--- src/rtl/truth_table_sequencer_pkg.sv ---
// Shared state encoding and default parameters for the truth-table sequencer.
package truth_table_sequencer_pkg;

  localparam int DEF_N_IN   = 2;
  localparam int DEF_SETTLE = 1;

  typedef enum logic [1:0] {
    ST_IDLE   = 2'd0,
    ST_SETTLE = 2'd1,
    ST_SAMPLE = 2'd2,
    ST_DONE   = 2'd3
  } state_e;

endpackage

--- src/rtl/truth_table_sequencer_vec_counter.sv ---
// Vector register for the sweep: synchronous clear, increment enable and an
// all-ones terminal-count flag.
module vec_counter #(
  parameter int W = 2
) (
  input  logic         clk_i,
  input  logic         rst_i,
  input  logic         clr_i,
  input  logic         en_i,
  output logic [W-1:0] cnt_o,
  output logic         tc_o
);

  logic [W-1:0] cnt_q;

  always_ff @(posedge clk_i or posedge rst_i) begin
    if (rst_i)      cnt_q <= '0;
    else if (clr_i) cnt_q <= '0;
    else if (en_i)  cnt_q <= cnt_q + W'(1);
  end

  assign cnt_o = cnt_q;
  assign tc_o  = &cnt_q;

endmodule

--- src/rtl/truth_table_sequencer.sv ---
// Sweeps vec_out through every input combination, compares two implementations
// of the same boolean function and records mismatches and the first failure.
module truth_table_sequencer
  import truth_table_sequencer_pkg::*;
#(
  parameter int N_IN   = DEF_N_IN,
  parameter int SETTLE = DEF_SETTLE
) (
  input  logic            clk,
  input  logic            reset,
  input  logic            start,
  input  logic            abort,
  output logic [N_IN-1:0] vec_out,
  input  logic            res_a,
  input  logic            res_b,
  output logic            busy,
  output logic            done,
  output logic            pass,
  output logic [N_IN:0]   mismatch_cnt,
  output logic [N_IN-1:0] first_fail_vec,
  output logic            first_fail_valid
);

  localparam int SCW = (SETTLE > 1) ? $clog2(SETTLE) : 1;
  localparam logic [SCW-1:0] SETTLE_LAST = SCW'(SETTLE - 1);

  state_e          state_q, state_d;
  logic [SCW-1:0]  settle_q, settle_d;
  logic [N_IN:0]   mcnt_q, mcnt_d;
  logic [N_IN-1:0] ffvec_q, ffvec_d;
  logic            ffvalid_q, ffvalid_d;
  logic            pass_q, pass_d;

  logic [N_IN-1:0] vec_q;
  logic            vec_tc, vec_clr, vec_en, mis;

  vec_counter #(.W(N_IN)) u_vec (
    .clk_i (clk),
    .rst_i (reset),
    .clr_i (vec_clr),
    .en_i  (vec_en),
    .cnt_o (vec_q),
    .tc_o  (vec_tc)
  );

  assign mis = res_a ^ res_b;

  always_ff @(posedge clk or posedge reset) begin
    if (reset) begin
      state_q   <= ST_IDLE;
      settle_q  <= '0;
      mcnt_q    <= '0;
      ffvec_q   <= '0;
      ffvalid_q <= 1'b0;
      pass_q    <= 1'b0;
    end else begin
      state_q   <= state_d;
      settle_q  <= settle_d;
      mcnt_q    <= mcnt_d;
      ffvec_q   <= ffvec_d;
      ffvalid_q <= ffvalid_d;
      pass_q    <= pass_d;
    end
  end

  always_comb begin
    state_d   = state_q;
    settle_d  = settle_q;
    mcnt_d    = mcnt_q;
    ffvec_d   = ffvec_q;
    ffvalid_d = ffvalid_q;
    pass_d    = pass_q;
    vec_clr   = 1'b0;
    vec_en    = 1'b0;
    unique case (state_q)
      ST_IDLE: begin
        if (start) begin
          state_d   = ST_SETTLE;
          settle_d  = '0;
          mcnt_d    = '0;
          ffvec_d   = '0;
          ffvalid_d = 1'b0;
          pass_d    = 1'b0;
          vec_clr   = 1'b1;
        end
      end
      ST_SETTLE: begin
        if (abort) begin
          state_d = ST_IDLE;
          pass_d  = 1'b0;
          vec_clr = 1'b1;
        end else if (settle_q == SETTLE_LAST) begin
          state_d = ST_SAMPLE;
        end else begin
          settle_d = settle_q + SCW'(1);
        end
      end
      ST_SAMPLE: begin
        // abort wins over the sample, including the final one
        if (abort) begin
          state_d = ST_IDLE;
          pass_d  = 1'b0;
          vec_clr = 1'b1;
        end else begin
          if (mis) begin
            mcnt_d = mcnt_q + (N_IN+1)'(1);
            if (!ffvalid_q) begin
              ffvec_d   = vec_q;
              ffvalid_d = 1'b1;
            end
          end
          if (vec_tc) begin
            state_d = ST_DONE;
            pass_d  = (mcnt_q == '0) && !mis;
          end else begin
            state_d  = ST_SETTLE;
            settle_d = '0;
            vec_en   = 1'b1;
          end
        end
      end
      ST_DONE: state_d = ST_IDLE;
      default: state_d = ST_IDLE;
    endcase
  end

  assign vec_out          = vec_q;
  assign busy             = (state_q != ST_IDLE);
  assign done             = (state_q == ST_DONE);
  assign pass             = pass_q;
  assign mismatch_cnt     = mcnt_q;
  assign first_fail_vec   = ffvec_q;
  assign first_fail_valid = ffvalid_q;

endmodule
--- config.mk ---
export PLATFORM = sky130hd
export DESIGN_NAME = truth_table_sequencer
export DESIGN_NICKNAME = d
export VERILOG_FILES = /design/src/rtl/truth_table_sequencer_pkg.sv /design/src/rtl/truth_table_sequencer_vec_counter.sv /design/src/rtl/truth_table_sequencer.sv
export SDC_FILE = /design/constraint.sdc
export NUM_CORES = 1
export LEC_CHECK = 0
export ABC_AREA = 1
export BUFFER_PORTS_ARGS = -buffer_cell sky130_fd_sc_hd__clkbuf_2
export CORE_AREA = 2 2 42 44
export CTS_CLUSTER_DIAMETER = 50
export CTS_CLUSTER_SIZE = 14
export DETAILED_ROUTE_END_ITERATION = 6
export DIE_AREA = 0 0 44 46
export PLACE_DENSITY = 0.72
export SLEW_MARGIN = 20
export SYNTH_ARGS = -nofsm -noshare
export SYNTH_HDL_FRONTEND = slang
export SYNTH_SLANG_ARGS = --single-unit
--- constraint.sdc ---
create_clock -name clk -period 1.8 [get_ports clk]
set_input_delay 0.18 -clock clk [delete_from_list [all_inputs] [get_ports clk]]
set_output_delay 0.18 -clock clk [all_outputs]
set_load 0.1 [all_outputs]
==> results list <==
- Clock Tree Buf Depth: 2
- The first global-routing pass estimated 2640 µm of wire.
- Element type at the critical path end: output pin
* Count of flip-flops with a built-in enable after synthesis: 0
* Overall die area: 0.00202 mm²
* Net Count, Synth: 114
- Highest clock rate: 584 MHz
* Delay of the slowest cell on the worst path: 450 ps
- Counting stages on the worst path, the most repeated cell is inv_1.
* Clock latency reported for the late side of the worst-skew pair: between 200 and 300 ps
- Sequential cell area in the final layout: roughly 280 µm²
* Number of setup buffers added after CTS: 0
- Counting the fill cells in the layout gives 167.
- In the final routed layout, each cell accounts on average for 11.4 µm.
- Max-slew violation count: 0
* Final count of hold timing violations: 0
* Arrival time at the worst endpoint: 1530 ps
* Drt first pass iters: 4
- Hold-fix buffers, CTS: 1
- List of most frequent post-synthesis cells: nand2_1, inv_1, dfrtp_1
- Final ANT Viol Nets: 0
- The number of global-route vias before repair was 639.
* Register area share after synthesis: a little over a third
* Growth of design area from synthesis to finish: 16.3%
- Worst path buffer plus inverter count: 3
- Sum of overflow across all layers after global routing: 0
* Initial antenna violation count: 0
- Overall power of the completed layout: 1500 µW
* Gate count after technology mapping: ~100
* Proportion of layout cells with a drive suffix above 1: 22.7%
- Initial DRC count: 15
- Entering global routing, the biggest net connects 12 pins.
- The critical path in this run is classified as register to output pin.
- CTS placed an instance of clkbuf_4 at the clock tree root.
- The synthesized design contains 11 register bits.
- Proportion of netlist area held by the largest area contributor: 35.5%
* Max FO, Critical Path: 4
* CTS tree: yes
- After detailed routing, the number of remaining DRC violations is 0.
- Placed wire-length estimate: 1260 µm
- Hold Crit Class: input pin to register
- Crit path launch: state_q[0]
- Most numerous cell in the Yosys netlist: nand2_1
* Final worst clock skew: 4.50 ps
- Headroom to the max-slew limit came out at 64.1%.
- For this block, the routed nets add up to 1550 µm of wire.
* Status: finished clean
- Across the VDD grid, the largest voltage drop is 0.000763 V.
- I/O pin count: 17
- Initial cell density of the core: 48.0%
* Average vias per placed instance: roughly 5
* Accumulated negative setup slack: 0 ps
- Setup repair after global routing missed its margin: no
- Number of buffers created by CTS: 3
* Share of synthesized flip-flops with an asynchronous set or reset: 100%
- Warnings from Yosys: 0
* Final-report setup violation count: 0
- Post-synthesis instance area: 774 µm²
- Cell accounting for the most synthesized area: dfrtp_1
- Avg Cell Area, Syn: just under 8 µm²
- Summing all multi-input logic gate instances after layout gives 414 µm².
* Clock net sink count: 11
- Traced cell by cell, the critical path runs through inv_1 -> ha_1 -> inv_1 -> clkbuf_2.
- The die is around 44 µm wide.
- Last weighted congestion value of the routability-driven placer: 0.794
- Crit path time final: 1710 ps
- In the synthesized netlist the dominant register cell turns out to be dfrtp_1.
- Leakage: about 0.00052 µW
- Clock transition at the registers of the reported paths: 70 ps
* Post-CTS Resized: 0
- STA classifies the critical path startpoint as a register.
* Ratio of total power to cell area: 1660 mW/mm²
* Antenna Diode Count: 0
* FF-to-FF Start: state_q[0]
- Global-route usage over all layers: 17.9%
* Count of vias placed by the detailed router: 690
* Required time at the worst-slack endpoint: around 1600 ps
- Number of buffers inserted by port buffering: 16
- The core region is roughly 0.0016 mm².
- In this run the core area contains 15 standard-cell rows.
- The final layout contains 135 nets.
- After synthesis, the netlist uses 23 different library cells.
- Max-cap violations in this run came to 0.
* Htree depth: 1
- For this design, the slowest cell found on the critical path is clkbuf_2.
- Slew of the pin with the lowest slew margin: between 500 and 600 ps
- Synth area leaders: dfrtp_1, ha_1, nand2_1
- Vertical die dimension: 46 µm
- The startpoint identified for the worst hold timing path is start.
- Category of cells accounting for the largest share of critical-path delay: buffers and inverters
- Dividing the final minimum period by the clock period gives 95.1%.
## flip-flops by register name, summed over array words and instances, names as in the netlist
signal            count
first_fail_valid      1
first_fail_vec        2
u_vec.cnt_o           2
state_q               2
pass                  1
mismatch_cnt          3
## path summary, 6_finish.rpt
kind,cells past startpoint,slack (ps),to
worst min register to register,2,470,first_fail_vec[1]
max in group asynchronous,3,1080,state_q[0]
worst min-delay path,4,220,state_q[1]
worst max-delay path,4,90,busy
min in group asynchronous,3,430,mismatch_cnt[2]
worst max register to register,7,230,mismatch_cnt[1]
## worst min-delay path, cell delays in order
cell and delay, ps:
clkbuf_2 100, nor2_2 60, nand2_1 60, nand2_1 50
## power breakdown
part	switching (µW)	total (µW)	leakage, µW	internal [µW]
Clock	89.1	175	0.0000150	85.8
Sequential	58.3	359	0.000150	301
Combinational	751	964	0.000353	213
## routing by layer
metal | global-route usage [%] | vias to the layer above | routed length, µm
met5 | 0 | - | 0
met1 | 20.2 | 318 | 686
met3 | 3.97 | 4 | 63
met4 | 7.27 | 0 | 18
met2 | 32.4 | 13 | 785
li1 | - | 355 | -
## cell type report
type	count	share of cell area (%)
clock buffers	4	2.92
inverters	19	8.19
multi-input cells	68	46.0
flip-flops and latches	11	30.6
well taps	17	2.36
repair buffers	17	10.0
## logic make-up (layout without fill, tap and decap cells)
group	Yosys count	count (layout)	synth area share (%)
and+or+nand+nor	49	49	28.8
buffers and inverters	20	40	11.0
DFF	11	11	35.5
adders and majority gates	9	9	14.5
AOI/OAI and AO/OA	8	8	7.92
xor gates and xnor gates	2	2	2.26
## metrics by stage
step | std cells | worst slack (ps) | utilization (%) | hold slack (ps) | area (µm²)
floorplan | 99 | 6.65 | - | 32.4 | 774
global placement | 131 | 276 | 53.6 | 175 | 865
detailed placement | 131 | 242 | 53.6 | 178 | 865
CTS | 136 | 83.2 | 55.8 | 218 | 901
global route | 136 | 2.07 | 55.8 | 251 | 901
finish | 136 | 87.4 | 55.8 | 216 | 901
## cells in the final DEF, fill, tap and decap left out, types with 2 or more instances in the layout
master / count
nand2_1: 28
inv_1: 17
clkbuf_2: 16
dfrtp_1: 11
ha_1: 9
nand3_1: 6
nor2_1: 6
nand4_1: 5
clkbuf_4: 3
o21ai_1: 2
(Power assumes the default switching activity.)
